--- src/rtl/phase_timer.sv ---
// ---------------------------------------------------------------------------
// phase_timer
//
// Per-phase countdown timer for the traffic-light controller. The 1 Hz
// clk_mstr square wave is synchronized into the 50 MHz domain, and each
// detected rising edge becomes a one-second tick. The ticks count down a
// loadable phase duration. A single-cycle expired pulse marks the end of a
// phase. The timer also supports hold (pause) and reload.
//
// Ports:
//   clk_50_mhz  in   1         system clock; all logic is on its rising edge
//   reset_n     in   1         synchronous, active-low reset
//   clk_mstr    in   1         1 Hz square wave (asynchronous)
//   load        in   1         one-cycle request to start a phase
//   duration    in   SEC_BITS  phase length in seconds, sampled with load
//   pause       in   1         level; while high, ticks do not decrement
//   tick        out  1         one-cycle pulse per detected clk_mstr rise
//   busy        out  1         high while a phase is counting or held
//   remaining   out  SEC_BITS  seconds left in the current phase
//   expired     out  1         one-cycle pulse when the phase reaches 0
// ---------------------------------------------------------------------------
module phase_timer #(
    parameter int SEC_BITS    = 6,
    parameter int SYNC_STAGES = 2
) (
    input  logic                clk_50_mhz,
    input  logic                reset_n,
    input  logic                clk_mstr,
    input  logic                load,
    input  logic [SEC_BITS-1:0] duration,
    input  logic                pause,
    output logic                tick,
    output logic                busy,
    output logic [SEC_BITS-1:0] remaining,
    output logic                expired
);

    typedef enum logic [1:0] {
        ST_IDLE = 2'd0,
        ST_RUN  = 2'd1,
        ST_HOLD = 2'd2
    } state_e;

    localparam logic [SEC_BITS-1:0] SEC_ZERO = '0;
    localparam logic [SEC_BITS-1:0] SEC_ONE  = {{(SEC_BITS-1){1'b0}}, 1'b1};

    logic [SYNC_STAGES-1:0] sync_q;
    logic                   hist_q;
    logic                   tick_q;
    logic                   edge_s;

    state_e                 state_q, state_d;
    logic [SEC_BITS-1:0]    rem_q, rem_d;
    logic                   exp_q, exp_d;
    logic                   busy_q, busy_d;

    // The rising edge is seen one stage past the synchronizer, so the
    // counting logic acts on the same clock edge that raises tick.
    assign edge_s = sync_q[SYNC_STAGES-1] & ~hist_q;

    // Synchronizer chain, edge history flop and registered tick pulse.
    always_ff @(posedge clk_50_mhz) begin
        if (!reset_n) begin
            sync_q <= '0;
            hist_q <= 1'b0;
            tick_q <= 1'b0;
        end else begin
            sync_q <= {sync_q[SYNC_STAGES-2:0], clk_mstr};
            hist_q <= sync_q[SYNC_STAGES-1];
            tick_q <= edge_s;
        end
    end

    // FSM state, countdown value and registered status outputs.
    always_ff @(posedge clk_50_mhz) begin
        if (!reset_n) begin
            state_q <= ST_IDLE;
            rem_q   <= SEC_ZERO;
            exp_q   <= 1'b0;
            busy_q  <= 1'b0;
        end else begin
            state_q <= state_d;
            rem_q   <= rem_d;
            exp_q   <= exp_d;
            busy_q  <= busy_d;
        end
    end

    // Next-state logic: load wins over an edge, pause freezes the count, and
    // edges seen while held are dropped rather than replayed.
    always_comb begin
        state_d = state_q;
        rem_d   = rem_q;
        exp_d   = 1'b0;

        if (load) begin
            if (duration != SEC_ZERO) begin
                rem_d   = duration;
                state_d = ST_RUN;
            end else begin
                // A zero-length phase ends immediately.
                rem_d   = SEC_ZERO;
                exp_d   = 1'b1;
                state_d = ST_IDLE;
            end
        end else begin
            case (state_q)
                ST_IDLE: begin
                    state_d = ST_IDLE;
                end
                ST_RUN: begin
                    if (pause) begin
                        state_d = ST_HOLD;
                    end else if (edge_s) begin
                        if (rem_q == SEC_ONE) begin
                            rem_d   = SEC_ZERO;
                            exp_d   = 1'b1;
                            state_d = ST_IDLE;
                        end else if (rem_q != SEC_ZERO) begin
                            rem_d   = rem_q - SEC_ONE;
                            state_d = ST_RUN;
                        end else begin
                            // The count is never 0 in RUN, but do not wrap if it is.
                            state_d = ST_IDLE;
                        end
                    end else begin
                        state_d = ST_RUN;
                    end
                end
                ST_HOLD: begin
                    if (!pause) begin
                        state_d = ST_RUN;
                    end else begin
                        state_d = ST_HOLD;
                    end
                end
                default: begin
                    // Recover from an illegal encoding without a spurious expiry.
                    state_d = ST_IDLE;
                    rem_d   = SEC_ZERO;
                end
            endcase
        end
    end

    // busy is registered from the next state, so it falls together with expired.
    always_comb begin
        busy_d = (state_d != ST_IDLE);
    end

    assign tick      = tick_q;
    assign busy      = busy_q;
    assign remaining = rem_q;
    assign expired   = exp_q;

endmodule

--- config.mk ---
export PLATFORM = sky130hd
export DESIGN_NAME = phase_timer
export DESIGN_NICKNAME = d
export VERILOG_FILES = /design/src/rtl/phase_timer.sv
export SDC_FILE = /design/constraint.sdc
export NUM_CORES = 1
export LEC_CHECK = 0
export CORE_MARGIN = 2
export CORE_UTILIZATION = 47
export DETAILED_ROUTE_END_ITERATION = 6
export GPL_ROUTABILITY_DRIVEN = 0
export GPL_TIMING_DRIVEN = 0
export PLACE_DENSITY = 0.77
export SYNTH_ARGS = -nofsm -noshare
export SYNTH_HDL_FRONTEND = slang
export SYNTH_SLANG_ARGS = --single-unit
--- constraint.sdc ---
create_clock -name clk_50_mhz -period 2.1 [get_ports clk_50_mhz]
set_input_delay 0.21 -clock clk_50_mhz [delete_from_list [all_inputs] [get_ports clk_50_mhz]]
set_output_delay 0.21 -clock clk_50_mhz [all_outputs]
set_load 0.01 [all_outputs]
Yosys cells after proc, flatten, opt, wreduce, memory -nomap -nowiden
Index checks and enable logic that the tools add are counted.
- output and inout bits: 9
- word-level logic and storage cells: 44
- input port bits: 11
- register bits after elaboration: 14
- equal/unequal tests: 7
- reductions and logical operators: 6
- $add $sub $neg: 1
- muxes and demuxes: 21
- bitwise logic cells: 2
- operators with widths (cell ; count):
    two-way mux 6 bit ; 6
    one-hot mux 6 bit (2 select lines) ; 1
    nonzero test 6 bit ; 2
    two-way mux 1 bit ; 9
    two-way mux 2 bit ; 4
    == test 6 x 1 -> 1 bit (second input constant) ; 1
    != test 3 bit (second input constant) ; 2
    subtractor 6 x 1 -> 6 bit (second input constant) ; 1
    != test 4 bit (second input constant) ; 1
    one-hot mux 2 bit (2 select lines) ; 1
    AND reduction 4 bit ; 1
    == test 2 x 1 -> 1 bit (second input constant) ; 1
    == test 2 bit (second input constant) ; 1
    logical NOT 2 bit ; 1
    != test 2 x 1 -> 1 bit (second input constant) ; 1
    nonzero test 2 bit ; 1
    OR reduction 2 bit ; 1
    bitwise AND 1 bit ; 1
    NOT 1 bit ; 1

Longest topological paths before layout
Gate-level depths: netlist of run 1.
- depth in word-level cells: 8
- gate-level depth with buffers: 6
- mapped depth without buffers: 6

Worst setup path after synthesis of run 1
Ideal clock, no wire load.
- path kind: reg-to-reg
- start: reg rem_q[4] (netlist: remaining[4])
- end: reg busy_q (netlist: busy)
- cell stages (with the launch flop): 5
- clock period less this slack: 1.886 ns
- arrival: 1.766 ns
- buffers on the path: 0
- required time: 1.980 ns
- setup time: 0.120 ns
- setup slack: 0.214 ns
- cell sequence: dfxtp_1 or4_4 or4_1 a32o_1 or2_1
- word-level cells in the longest chain between the ends: 8
- elaborated cells on any way between the ends: 9
- those cells by class: eq/ne: 1; mux: 6; reduce/logical: 2
- RTL lines (what ; RTL line ; RTL):
    start, declared ; 53 ; logic [SEC_BITS-1:0] rem_q, rem_d;
    start signal, assigned ; 83 ; rem_q <= rem_d;
    nonzero test 6 bit ; 119 ; end else if (rem_q != SEC_ZERO) begin
    two-way mux 1 bit ; 119 ;
    two-way mux 1 bit (*) ; 115 ; if (rem_q == SEC_ONE) begin
    two-way mux 2 bit (*) ; 114 ; end else if (edge_s) begin
    two-way mux 2 bit (*) ; 112 ; if (pause) begin
    one-hot mux 2 bit (2 select lines) (*) ; 107 ; case (state_q)
    two-way mux 2 bit (*) ; 96 ; if (load) begin
    nonzero test 2 bit (*) ; 148 ; busy_d = (state_d != ST_IDLE);
    end signal, assigned ; 85 ; busy_q <= busy_d;
    end, declared ; 55 ; logic busy_q, busy_d;
Every way passes the cells marked *; elsewhere a longest branch is shown, timed or not.
A chain may end at the register's enable or synchronous reset.

Worst setup path after layout of run 1
- start: reg rem_q[2] (netlist: remaining[2])
- end: reg busy_q (netlist: busy)
Same word-level chain as after synthesis.

==> key figures, run 1 <==
STA
  • Final hold viol count: 0
  • Worst-Margin Slew: 671.7 ps
  • Rel. slew slack: 0.5481
  • Tmin final: 1970 ps
  • Clk_skew: 2.524 ps
  • Unrepaired setup endpoints after global routing: no
  • Setup TNS: 0 ps
  • Final setup vio count: 0
  • Final Max Slew Viols: 0
  • Fmax: 507.6 MHz
  • Final period utilization: 0.9381

Placement
  • Dpl hpwl: 1497 um
  • Count of input and output buffers: 18
  • # placed instances: 124
  • Placed cell area: 983.4 um2

Route
  • Vias/cell: 6.394
  • DRC: 0
  • Via Count: 812
  • Routed Wire Length: 1982 um
  • Drt first pass iters: 4
  • Final ANT Viol Nets: 0
  • Starting DRT DRC Count: 14
  • DR WL/cell: 15.61 um

Run status
  • Status: complete, no violations

Cells and area
  • N_diodes: 0
  • Share of layout cells above drive strength 1: 0.06306
  • Non-filler cells, final: 127
  • Fill count: 141
  • Post-route cell area: 1006 um2
  • Nets: 129
  • Area grow syn2layout: 28.43%

Setup path
  • Setup crit end kind: register
  • Worst EP required: 2280 ps
  • Worst Path Arrival: 2150 ps
  • Crit-path max FO: 9
  • CP Class: reg -> reg
  • CP Launch Type: register

Pwr
  • PwrDens: 598.4 nW/um2
  • Tot Pwr: 0.0006020 W
  • P_leak: 0.3751 nW
  • Worst IR Drop VDD: 355.1 uV

Synth
  • Post-synth cell types: 33
  • Mean Syn Cell Area: 8.703 um2
  • #FFs+latches synth: 14
  • Syn Nets: 106
  • Ys flop type: dfxtp_1
  • Syn Inst Count: 90
  • Post-synth ARST share: 0
  • Post-synthesis sequential area ratio: 0.3578
  • Cell area after synthesis: 783.3 um2
  • Synth warnings: 0
  • Number of enable flip-flop cells after synthesis: 0

Global route
  • Largest net degree at the start of global routing: 11
  • Number of global-route vias before repair: 747
  • Tot GR Track Use: 0.2352
  • Initial antenna violation count: 0
  • First-pass GRT wire length: 3367 um
  • Total gr overflow: 0

Clocking
  • Clock latency on the worst-skew pair: 290 ps
  • Clock slew at reported path FFs: 80 ps
  • Clk root buf: clkbuf_4
  • Setup Buffers After CTS: 0
  • Resized Gates After CTS: 0
  • Post-CTS Hold Fix Bufs: 0
  • TritonCTS clock tree: built
  • H-tree lvl count: 1
  • Clock sinks: 14
  • Clock buffer depth: 2
  • Total CTS buffers: 3

Floorplan
  • Rows: 14
  • Die Y: 44.82 um
  • # IOs: 20
  • Die ar.: 2009 um2
  • Core ar.: 1541 um2
  • Initial Util: 0.5081
  • Die width: 44.82 um

Worst hold path
  • Hold crit path type: in -> reg

Flow run
  • Max-cap check violation count: 0
## registers in the layout, indices dropped and copies added (netlist names)
name and flops:
tick 1, hist_q 1, state_q 2, busy 1
sync_q 2, remaining 6, expired 1
## worst max-delay path, cell delays in order, from the launching register on
cell and delay (ps):
dfxtp_1 400, or4_4 550, or4_1 480, a32o_1 230
or2_1 210
## cells by family (layout without fill, tap and decap cells)
| logic type | Yosys count | after routing | share of synthesized area |
|---|---|---|---|
| and+or+nand+nor | 34 | 34 | 0.2492 |
| AOI/OAI and AO/OA | 26 | 26 | 0.2508 |
| DFF | 14 | 14 | 0.3578 |
| buffers and inverters | 10 | 31 | 0.04793 |
| adders and majority gates | 5 | 5 | 0.07987 |
| muxes | 1 | 1 | 0.01438 |
## per-stage QoR
stage / worst slack (ps) / hold slack [ps] / utilization
global placement: 122.9 / 414.7 / 0.6380
CTS: 143.2 / 430.9 / 0.6526
global route: 59.54 / 459.2 / 0.6526
finish: 130.0 / 436.3 / 0.6526
floorplan: 214.1 / 331.7 / -
detailed placement: 121.5 / 422.5 / 0.6380
## path summary, 6_finish.rpt
kind                                    from         end  slack, ps  cells after the start
worst min-delay path                    load  state_q[0]        440                      2
worst max-delay path            remaining[2]        busy        130                      4
worst min register to register     sync_q[0]   sync_q[1]        440                      1
worst max register to register  remaining[2]        busy        130                      4
## layout make-up
class                      instances  area, um2  area share
buffer                             2      7.507    0.007463
clock buffer                       3      22.52     0.02239
inverter                           8      30.03     0.02985
multi-input combinational         66      465.4      0.4627
sequential                        14      280.3      0.2786
tap                               16      20.02     0.01990
timing repair buffer              18      180.2      0.1791
## layer usage
layer	global-route usage	up-vias	wire, um
met5	0	-	0
met4	0.1412	0	48
met3	0.03600	5	99
met2	0.3855	31	903
met1	0.2903	387	931
li1	-	389	-
## Yosys cell counts, types with 2 or more instances
library cell / number / area [um2]
a21oi_1: 6 / 30.03
a221oi_1: 2 / 17.52
a22oi_1: 3 / 22.52
a311oi_1: 2 / 17.52
a32o_1: 2 / 20.02
and2_1: 3 / 18.77
clkbuf_1: 2 / 7.510
dfxtp_1: 14 / 280.3
ha_1: 5 / 62.56
inv_1: 8 / 30.03
nand2_1: 4 / 15.01
nand2b_1: 2 / 12.51
nor2_1: 6 / 22.52
nor3_1: 3 / 15.01
nor4_1: 5 / 31.28
o21ai_0: 2 / 10.01
o22ai_1: 3 / 18.77
or3_1: 3 / 18.77
## where the power goes
part / leakage [nW] / switching [W] / internal (W)
Sequential: 0.115 / 0.0000164 / 0.000279
Clock: 0.0138 / 0.0000877 / 0.0000668
Combinational: 0.246 / 0.0000784 / 0.0000739
Total: 0.375 / 0.000183 / 0.000419
## placed cells by master (no fill, tap or decap), drive strengths merged, types with 2 or more instances in the layout
cell type      netlist  routed
or3                  3       3
a311oi               2       2
clkdlybuf4s50        0      18
a221oi               2       2
and2                 3       3
o21ai                2       2
ha                   5       5
nand2                4       4
o22ai                3       3
nor3                 3       3
inv                  8       8
or4                  2       2
nor4                 5       5
a22oi                3       3
nor2                 6       6
a32o                 2       2
o311ai               2       2
nand2b               2       2
dfxtp               14      14
or2                  2       2
a21oi                6       6
clkbuf               2       5
Power figures use the tool's default switching activity.
==> inputs of run 2 (changes only) <==
Settings changed: SLEW_MARGIN set to 40.
==> results of run 2 <==
Final layout, timing and power as in run 1 (identical DEF).
